<file path="config.mk">
export PLATFORM = sky130hd
export DESIGN_NAME = fu_repeat_unit_flat
export DESIGN_NICKNAME = d
export VERILOG_FILES = /design/src/rtl/fu_x_pkg.sv /design/src/rtl/fu_repeat_unit_if.sv /design/src/rtl/fu_x_step.sv /design/src/rtl/fu_repeat_unit.sv /design/src/flat_wrapper.sv
export SDC_FILE = /design/constraint.sdc
export NUM_CORES = 1
export LEC_CHECK = 0
export ABC_AREA = 1
export BUFFER_PORTS_ARGS = -buffer_cell sky130_fd_sc_hd__buf_4
export CAP_MARGIN = 20
export CELL_PAD_IN_SITES_DETAIL_PLACEMENT = 1
export CELL_PAD_IN_SITES_GLOBAL_PLACEMENT = 1
export CORE_MARGIN = 1.5
export CORE_UTILIZATION = 39
export CTS_CLUSTER_SIZE = 8
export DETAILED_ROUTE_END_ITERATION = 10
export PLACE_DENSITY_LB_ADDON = 0.12
export SYNTH_ARGS = -nofsm -noshare
export SYNTH_HDL_FRONTEND = slang
export SYNTH_SLANG_ARGS = --single-unit
</file>
<file path="constraint.sdc">
create_clock -name MCLK -period 8.5 [get_ports MCLK]
set_clock_uncertainty 0.2 [all_clocks]
set_input_delay 0.425 -clock MCLK [delete_from_list [all_inputs] [get_ports MCLK]]
set_output_delay 0.425 -clock MCLK [all_outputs]
set_load 0.05 [all_outputs]
</file>
<file path="src/rtl/fu_x_pkg.sv">
// Shared encodings for the repeat function unit: op codes, size codes, FSM states
// and the operand-width lookup.
package fu_x_pkg;

  localparam int DATA_W_DEF  = 20;
  localparam int MAX_RPT_DEF = 16;

  typedef enum logic [3:0] {
    OP_MOV  = 4'd0,  OP_ADD  = 4'd1,  OP_ADDC = 4'd2,  OP_SUB  = 4'd3,
    OP_SUBC = 4'd4,  OP_DADD = 4'd5,  OP_AND  = 4'd6,  OP_XOR  = 4'd7,
    OP_BIS  = 4'd8,  OP_BIC  = 4'd9,  OP_RRC  = 4'd10, OP_RRA  = 4'd11,
    OP_RLA  = 4'd12, OP_RLC  = 4'd13
  } op_t;

  // Size codes are the {AL,BW} bits of the extended instruction word.
  localparam logic [1:0] SZ_BYTE = 2'b11;
  localparam logic [1:0] SZ_WORD = 2'b10;
  localparam logic [1:0] SZ_ADDR = 2'b01;
  localparam logic [1:0] SZ_RSV  = 2'b00;

  typedef enum logic {
    S_IDLE = 1'b0,
    S_RUN  = 1'b1
  } state_t;

  function automatic logic [4:0] fu_width(input logic [1:0] size);
    case (size)
      SZ_BYTE: return 5'd8;
      SZ_WORD: return 5'd16;
      default: return 5'd20;
    endcase
  endfunction

  function automatic logic op_defined(input logic [3:0] op);
    return op <= OP_RLC;
  endfunction

endpackage

</file>
<file path="src/rtl/fu_repeat_unit_if.sv">
// Issue/result bundle between the decoder (master) and the repeat function unit (slave).
interface fu_repeat_unit_if #(
  parameter int DATA_W  = 20,
  parameter int MAX_RPT = 16
);
  localparam int CNT_W = $clog2(MAX_RPT);

  // Handshake: start is taken only in a cycle where busy==0; the request is captured on
  // that rising edge. done pulses for exactly one cycle when result/flags/err are valid,
  // and busy is already low in that cycle so a new start there is accepted back-to-back.
  logic              start;
  logic [3:0]        op;
  logic [1:0]        size;
  logic [CNT_W-1:0]  rpt_m1;
  logic              zc;
  logic [DATA_W-1:0] src;
  logic [DATA_W-1:0] dst;
  logic              Zin, Vin, Nin, Cin;
  logic              busy;
  logic              done;
  logic              err;
  logic [DATA_W-1:0] result;
  logic              Zout, Vout, Nout, Cout;

  modport master (
    output start, op, size, rpt_m1, zc, src, dst, Zin, Vin, Nin, Cin,
    input  busy, done, err, result, Zout, Vout, Nout, Cout
  );

  modport slave (
    input  start, op, size, rpt_m1, zc, src, dst, Zin, Vin, Nin, Cin,
    output busy, done, err, result, Zout, Vout, Nout, Cout
  );
endinterface

</file>
<file path="src/rtl/fu_x_step.sv">
// One combinational iteration of the repeat unit: applies op at width 8/16/20 to the
// source operand and the running accumulator, producing result and status bits.
module fu_x_step
  import fu_x_pkg::*;
#(
  parameter int DATA_W = DATA_W_DEF
) (
  input  logic [3:0]        i_op,
  input  logic [1:0]        i_size,
  input  logic [DATA_W-1:0] i_src,
  input  logic [DATA_W-1:0] i_dst,
  input  logic              i_cin,
  output logic [DATA_W-1:0] o_res,
  output logic              o_z,
  output logic              o_v,
  output logic              o_n,
  output logic              o_c,
  output logic              o_keep
);

  logic [4:0]        w_w;
  logic [DATA_W-1:0] w_msk, w_top, w_a, w_s, w_b;
  logic [DATA_W:0]   w_sum;
  logic              w_am, w_sm, w_bm, w_ci, w_dc;
  logic [4:0]        w_ds;

  always_comb begin
    w_w    = fu_width(i_size);
    w_msk  = ~({DATA_W{1'b1}} << w_w);
    w_top  = {{(DATA_W-1){1'b0}}, 1'b1} << (w_w - 5'd1);
    w_a    = i_dst & w_msk;
    w_s    = i_src & w_msk;
    w_am   = |(w_a & w_top);
    w_sm   = |(w_s & w_top);
    w_b    = '0;
    w_ci   = 1'b0;
    w_dc   = i_cin;
    w_ds   = '0;
    o_res  = '0;
    o_c    = 1'b0;
    o_v    = 1'b0;
    o_keep = 1'b0;

    // Shared adder: subtraction is dst + ~src + carry, rotates-left are dst + dst + carry.
    case (i_op)
      OP_ADD:  w_b = w_s;
      OP_ADDC: begin w_b = w_s;          w_ci = i_cin; end
      OP_SUB:  begin w_b = ~w_s & w_msk; w_ci = 1'b1;  end
      OP_SUBC: begin w_b = ~w_s & w_msk; w_ci = i_cin; end
      OP_RLA:  w_b = w_a;
      OP_RLC:  begin w_b = w_a;          w_ci = i_cin; end
      default: ;
    endcase
    w_sum = {1'b0, w_a} + {1'b0, w_b} + {{DATA_W{1'b0}}, w_ci};
    w_bm  = |(w_b & w_top);

    case (i_op)
      OP_MOV: begin o_res = w_s; o_keep = 1'b1; end
      OP_ADD, OP_ADDC, OP_SUB, OP_SUBC, OP_RLA, OP_RLC: begin
        o_res = w_sum[DATA_W-1:0] & w_msk;
        o_c   = |(w_sum >> w_w);
        o_v   = (w_am == w_bm) && ((|(o_res & w_top)) != w_am);
      end
      OP_DADD: begin
        for (int i = 0; i < DATA_W / 4; i++) begin
          if (i < int'(w_w >> 2)) begin
            w_ds = {1'b0, w_a[4*i +: 4]} + {1'b0, w_s[4*i +: 4]} + {4'b0000, w_dc};
            if (w_ds > 5'd9) begin
              o_res[4*i +: 4] = w_ds[3:0] + 4'd6;
              w_dc            = 1'b1;
            end else begin
              o_res[4*i +: 4] = w_ds[3:0];
              w_dc            = 1'b0;
            end
          end
        end
        o_c = w_dc;
      end
      OP_AND: begin o_res = w_a & w_s; o_c = |o_res; end
      OP_XOR: begin o_res = w_a ^ w_s; o_c = |o_res; o_v = w_sm & w_am; end
      OP_BIS: begin o_res = w_a | w_s;  o_keep = 1'b1; end
      OP_BIC: begin o_res = w_a & ~w_s; o_keep = 1'b1; end
      OP_RRC: begin o_res = (w_a >> 1) | (i_cin ? w_top : '0); o_c = w_a[0]; end
      OP_RRA: begin o_res = (w_a >> 1) | (w_am ? w_top : '0);  o_c = w_a[0]; end
      default: ;
    endcase

    o_z = (o_res == '0);
    o_n = |(o_res & w_top);
  end

endmodule

</file>
<file path="src/rtl/fu_repeat_unit.sv">
// Multi-cycle MSP430X function unit: repeats one ALU op 1..MAX_RPT times, one iteration
// per clock, chaining the accumulator and carry between iterations.
module fu_repeat_unit
  import fu_x_pkg::*;
#(
  parameter int DATA_W  = DATA_W_DEF,
  parameter int MAX_RPT = MAX_RPT_DEF
) (
  input  logic             MCLK,
  input  logic             RST_n,
  fu_repeat_unit_if.slave  bus,
  output state_t           o_dbg_state
);

  localparam int CNT_W = $clog2(MAX_RPT);

  state_t            r_state, w_state_nxt;
  logic [CNT_W-1:0]  r_cnt;
  logic [3:0]        r_op;
  logic [1:0]        r_size;
  logic              r_zc, r_c, r_err, r_done;
  logic [DATA_W-1:0] r_src, r_acc, r_result;
  logic              r_zin, r_vin, r_nin, r_cin;
  logic              r_zout, r_vout, r_nout, r_cout;
  logic              w_accept, w_last, w_bad;
  logic [DATA_W-1:0] w_res;
  logic              w_z, w_v, w_n, w_c, w_keep;

  assign w_bad = !op_defined(bus.op) || (bus.size == SZ_RSV);

  always_ff @(posedge MCLK or negedge RST_n) begin
    if (!RST_n) r_state <= S_IDLE;
    else        r_state <= w_state_nxt;
  end

  always_comb begin
    w_state_nxt = r_state;
    w_accept    = 1'b0;
    w_last      = 1'b0;
    case (r_state)
      S_IDLE: if (bus.start) begin
        w_accept    = 1'b1;
        w_state_nxt = S_RUN;
      end
      S_RUN: if (r_cnt == '0) begin
        w_last      = 1'b1;
        w_state_nxt = S_IDLE;
      end
      default: w_state_nxt = S_IDLE;
    endcase
  end

  fu_x_step #(.DATA_W(DATA_W)) u_step (
    .i_op   (r_op),
    .i_size (r_size),
    .i_src  (r_src),
    .i_dst  (r_acc),
    .i_cin  (r_c & ~r_zc),
    .o_res  (w_res),
    .o_z    (w_z),
    .o_v    (w_v),
    .o_n    (w_n),
    .o_c    (w_c),
    .o_keep (w_keep)
  );

  always_ff @(posedge MCLK or negedge RST_n) begin
    if (!RST_n) begin
      r_cnt <= '0;  r_op <= '0;  r_size <= '0;  r_zc <= 1'b0;  r_c <= 1'b0;
      r_err <= 1'b0;  r_done <= 1'b0;  r_src <= '0;  r_acc <= '0;  r_result <= '0;
      r_zin <= 1'b0;  r_vin <= 1'b0;  r_nin <= 1'b0;  r_cin <= 1'b0;
      r_zout <= 1'b0; r_vout <= 1'b0; r_nout <= 1'b0; r_cout <= 1'b0;
    end else begin
      r_done <= 1'b0;
      if (w_accept) begin
        r_op   <= bus.op;   r_size <= bus.size;  r_zc  <= bus.zc;
        r_src  <= bus.src;  r_acc  <= bus.dst;   r_c   <= bus.Cin;
        r_zin  <= bus.Zin;  r_vin  <= bus.Vin;   r_nin <= bus.Nin;  r_cin <= bus.Cin;
        r_err  <= w_bad;
        // A rejected request still spends one cycle so done/err arrive on a fixed schedule.
        r_cnt  <= w_bad ? '0 : bus.rpt_m1;
      end else if (r_state == S_RUN) begin
        r_acc <= w_res;
        if (!w_keep) r_c <= w_c;
        r_cnt <= r_cnt - CNT_W'(1);
        if (w_last) begin
          r_done <= 1'b1;
          if (r_err) begin
            r_result <= '0;
            {r_zout, r_vout, r_nout, r_cout} <= {r_zin, r_vin, 1'b1, r_cin};
          end else if (w_keep) begin
            r_result <= w_res;
            {r_zout, r_vout, r_nout, r_cout} <= {r_zin, r_vin, r_nin, r_cin};
          end else begin
            r_result <= w_res;
            {r_zout, r_vout, r_nout, r_cout} <= {w_z, w_v, w_n, w_c};
          end
        end
      end
    end
  end

  assign bus.busy    = (r_state == S_RUN);
  assign bus.done    = r_done;
  assign bus.err     = r_err;
  assign bus.result  = r_result;
  assign bus.Zout    = r_zout;
  assign bus.Vout    = r_vout;
  assign bus.Nout    = r_nout;
  assign bus.Cout    = r_cout;
  assign o_dbg_state = r_state;

endmodule

</file>
<file path="src/flat_wrapper.sv">
// flat-port wrapper written by rule: the top's interface ports become plain ports
module fu_repeat_unit_flat import fu_x_pkg::*;
#(
  parameter int DATA_W  = DATA_W_DEF,
  parameter int MAX_RPT = MAX_RPT_DEF
)
  (MCLK, RST_n, o_dbg_state, bus_start, bus_op, bus_size, bus_rpt_m1, bus_zc, bus_src, bus_dst, bus_Zin, bus_Vin, bus_Nin, bus_Cin, bus_busy, bus_done, bus_err, bus_result, bus_Zout, bus_Vout, bus_Nout, bus_Cout);
  fu_repeat_unit_if #(.DATA_W(DATA_W), .MAX_RPT(MAX_RPT)) bus_i ();
  input  logic MCLK;
  input  logic RST_n;
  output state_t o_dbg_state;
  input wire logic [$bits(bus_i.start)-1:0] bus_start;
  input wire logic [$bits(bus_i.op)-1:0] bus_op;
  input wire logic [$bits(bus_i.size)-1:0] bus_size;
  input wire logic [$bits(bus_i.rpt_m1)-1:0] bus_rpt_m1;
  input wire logic [$bits(bus_i.zc)-1:0] bus_zc;
  input wire logic [$bits(bus_i.src)-1:0] bus_src;
  input wire logic [$bits(bus_i.dst)-1:0] bus_dst;
  input wire logic [$bits(bus_i.Zin)-1:0] bus_Zin;
  input wire logic [$bits(bus_i.Vin)-1:0] bus_Vin;
  input wire logic [$bits(bus_i.Nin)-1:0] bus_Nin;
  input wire logic [$bits(bus_i.Cin)-1:0] bus_Cin;
  output wire logic [$bits(bus_i.busy)-1:0] bus_busy;
  output wire logic [$bits(bus_i.done)-1:0] bus_done;
  output wire logic [$bits(bus_i.err)-1:0] bus_err;
  output wire logic [$bits(bus_i.result)-1:0] bus_result;
  output wire logic [$bits(bus_i.Zout)-1:0] bus_Zout;
  output wire logic [$bits(bus_i.Vout)-1:0] bus_Vout;
  output wire logic [$bits(bus_i.Nout)-1:0] bus_Nout;
  output wire logic [$bits(bus_i.Cout)-1:0] bus_Cout;
  assign bus_i.start = bus_start;
  assign bus_i.op = bus_op;
  assign bus_i.size = bus_size;
  assign bus_i.rpt_m1 = bus_rpt_m1;
  assign bus_i.zc = bus_zc;
  assign bus_i.src = bus_src;
  assign bus_i.dst = bus_dst;
  assign bus_i.Zin = bus_Zin;
  assign bus_i.Vin = bus_Vin;
  assign bus_i.Nin = bus_Nin;
  assign bus_i.Cin = bus_Cin;
  assign bus_busy = bus_i.busy;
  assign bus_done = bus_i.done;
  assign bus_err = bus_i.err;
  assign bus_result = bus_i.result;
  assign bus_Zout = bus_i.Zout;
  assign bus_Vout = bus_i.Vout;
  assign bus_Nout = bus_i.Nout;
  assign bus_Cout = bus_i.Cout;
  fu_repeat_unit #(.DATA_W(DATA_W), .MAX_RPT(MAX_RPT)) u_core (.MCLK(MCLK), .RST_n(RST_n), .bus(bus_i), .o_dbg_state(o_dbg_state));
endmodule
</file>
==> flow_summary.toml <==
[yosys]
synthesis.area_sq_um = 8390
async_flop_share_pct = 100
yosysWarnings = 0
synth_ff_type = "dfrtp_1"
ys_seq_elements = 83
syn_nets = 1427
synth_edf_count = 0
syn_avg_cell_area_sq_um = 6.62
yosysSeqAreaShare_pct = 24.8
yosys.cell_types.count = 46
synthCells = 1268

[global_routing]
grt_max_degree = 61
groute.usage.overall_pct = 32.2
use_met2_pct = 50.0
grt_pass1_wl_um = 54200
grt_pass1_vias = 9672
grt_antenna_before_repair = 0
grt.overflow.total = 0
met3_usage_pct = 4.39
grt_use_met1_pct = 44.0
top_usage_layer = "met2"

[cts]
clkTransAtPathRegs_ns = 0.08
cts.sinks = 83
cts_tree = "built"
cts_made_buffers = 9
clk_latency_ns = 0.36
clock_path_buffers = 2
htree_levels = 3
root_buffer = "clkbuf_16"

[sta]
setup_viol = 0
drv_slew = 0
fmax_ghz = 0.121
setup_slack_ns = 0.229
tns_ns = 0
period_share_pct = 97.3
hold_viol = 0
worstMarginPinSlew_ns = 1.13
period_needed_ns = 8.27
rsz0062_at_grt = "yes"
maxSlewHeadroom_pct = 24.6

[die]
initial_core_util_pct = 39.8
num_rows = 53
dieArea_sq_um = 22400
core_area_sq_um = 21100
io_pins = 86
die_w_um = 150
fp.dieH_um = 150

[worst_setup_path]
cp-end-kind = "register"
cp_data_arrival_time_ns = 8.36
startpoint = "u_core.r_c$_DFFE_PN0P_"
start_kind = "register"
crit_type = "register to register"
slowest_stage = "fa_2"
r2r_start = "u_core.r_c$_DFFE_PN0P_"
path_max_fanout = 5
slowest_delay_ns = 0.57
crit_required_ns = 8.59

[placement]
place_congestion = 0.963
postPlaceCellArea_sq_um = 9430
dp_hpwl_um = 27300
place_ws_ns = -0.331
portBuffers = 85

[layout]
num-nets-final = 1529
area_delta_synth_final_pct = 20.2
fin_area_sq_um = 10100
final_layout_size_suffix_gt1_share_pct = 16.6
num_antenna_cells = 0

[hold_path]
hp-start = "bus_Vin"
min_path_type = "primary input to register"

[drt]
drc_errors = 0
vias = 9364
vias_per_cell = 5.68
ant_nets = 0
routed_wl_um = 35500
dr.pass1.iters = 5
drt_iter0_drc = 618
wl_per_cell_um = 21.5

[run]
maxCapViolations = 0

[status]
status = "complete, no violations"
cell usage after synthesis (all sizes together), types with 2 or more instances:
library cell	instances	area share [%]
nor2	93	4.2
clkbuf	29	1.3
nand4	16	1.2
or2	6	0.45
o22ai	15	1.1
a22oi	10	0.89
o211ai	19	1.7
o21bai	4	0.36
nor3	22	1.6
a21oi	45	2.7
buf	13	0.79
inv	174	7.8
fa	12	2.9
a31oi	5	0.37
a22o	3	0.31
ha	89	13
o221ai	20	2.1
a211oi	4	0.36
nand2	390	17
xnor2	7	0.73
o21ai	75	4.5
nand3	96	5.7
nor4	9	0.67
clkinv	2	0.089
dfrtp	83	25
a21o	2	0.18
o31ai	4	0.36
a32oi	3	0.31
xor2	10	1.0
metrics by stage:
step / hold WS (ns) / instances / util (%)
floorplan: -0.0706 / 1268 / -
global placement: 0.180 / 1616 / 44.7
detailed placement: 0.189 / 1616 / 44.7
CTS: 0.0500 / 1636 / 46.5
global route: 0.0649 / 1650 / 47.8
finish: 0.0575 / 1650 / 47.8
placed cells by master, fill, tap and decap left out, types with 16 or more instances in the layout:
| cell type | count |
|---|---|
| a21oi_1 | 40 |
| inv_2 | 21 |
| o211ai_1 | 19 |
| nor2_1 | 87 |
| buf_4 | 130 |
| dfrtp_1 | 82 |
| nand2_1 | 375 |
| nor3_1 | 17 |
| nand4_1 | 16 |
| ha_1 | 88 |
| o21ai_0 | 74 |
| nand3_1 | 93 |
| o221ai_1 | 20 |
| inv_1 | 152 |
state kept, by name (all words and copies together) (netlist names):
name and count:
u_core.bus.result 20, u_core.r_acc 20, u_core.r_src 20, u_core.r_cnt 4
u_core.r_op 4, u_core.r_size 2, u_core.bus.Cout 1, u_core.bus.Nout 1
u_core.bus.Vout 1, u_core.bus.Zout 1, u_core.bus.busy 1, u_core.bus.done 1
u_core.bus.err 1, u_core.r_c 1, u_core.r_cin 1, u_core.r_nin 1
u_core.r_vin 1, u_core.r_zc 1, u_core.r_zin 1
worst max-delay path: cells and delay by family, from the launching register on:
kind                     cells  cell delay, ns
adder cells (fa/ha/maj)     11            3.99
AND/OR/NAND/NOR             23            2.06
XOR/XNOR                     2            0.41
buffers and inverters       11            0.72
AO/OA/AOI/OAI                4            0.41
flip-flops                   1            0.39
routing by layer:
layer / wire length (um) / vias up
met5: 0 / -
met4: 1720 / 0
met3: 2110 / 91
met2: 15900 / 339
met1: 15700 / 4570
li1: - / 4364
layout make-up:
type,instances,area (sq um)
fill,2802,11000
multi-input combinational,967,5690
sequential,83,2080
timing repair buffer,133,1010
inverter,176,663
tap,275,344
clock buffer,9,225
clock inverter,7,76.3
logic make-up (layout without fill, tap and decap cells):
logic type	Yosys count	in the layout	synth area share [%]
xor+xnor	17	17	1.77
compound gates	215	215	15.9
simple gates	634	634	31.5
flops	83	83	24.8
buf+inv	218	325	9.96
fa+ha+maj	101	101	16.1
what timing repair did:
action | 4_1_cts | 5_1_grt
gates resized for setup | 15 | 54
setup endpoints to repair | 10 | 10
hold buffers | 1 | 0
pin swaps | 9 | 28
setup buffers | 3 | 14
endpoints found under the hold margin | 23 | 0
final timing paths:
path | end | slack, ns | depth (start not counted)
worst min register to register | u_core.r_zin$_DFFE_PN0P_ | 0.29 | 2
worst max register to register | u_core.bus.Zout$_DFFE_PN0P_ | 0.23 | 51
max in group asynchronous | u_core.r_src[13]$_DFFE_PN0P_ | 6.66 | 3
worst min-delay path | u_core.r_vin$_DFFE_PN0P_ | 0.06 | 3
min in group asynchronous | u_core.r_acc[6]$_DFFE_PN0P_ | 0.33 | 2
worst max-delay path | u_core.bus.Zout$_DFFE_PN0P_ | 0.23 | 51
Power is not shown: default switching activity piles up to over one toggle a cycle in this logic, so the estimate is an artifact.
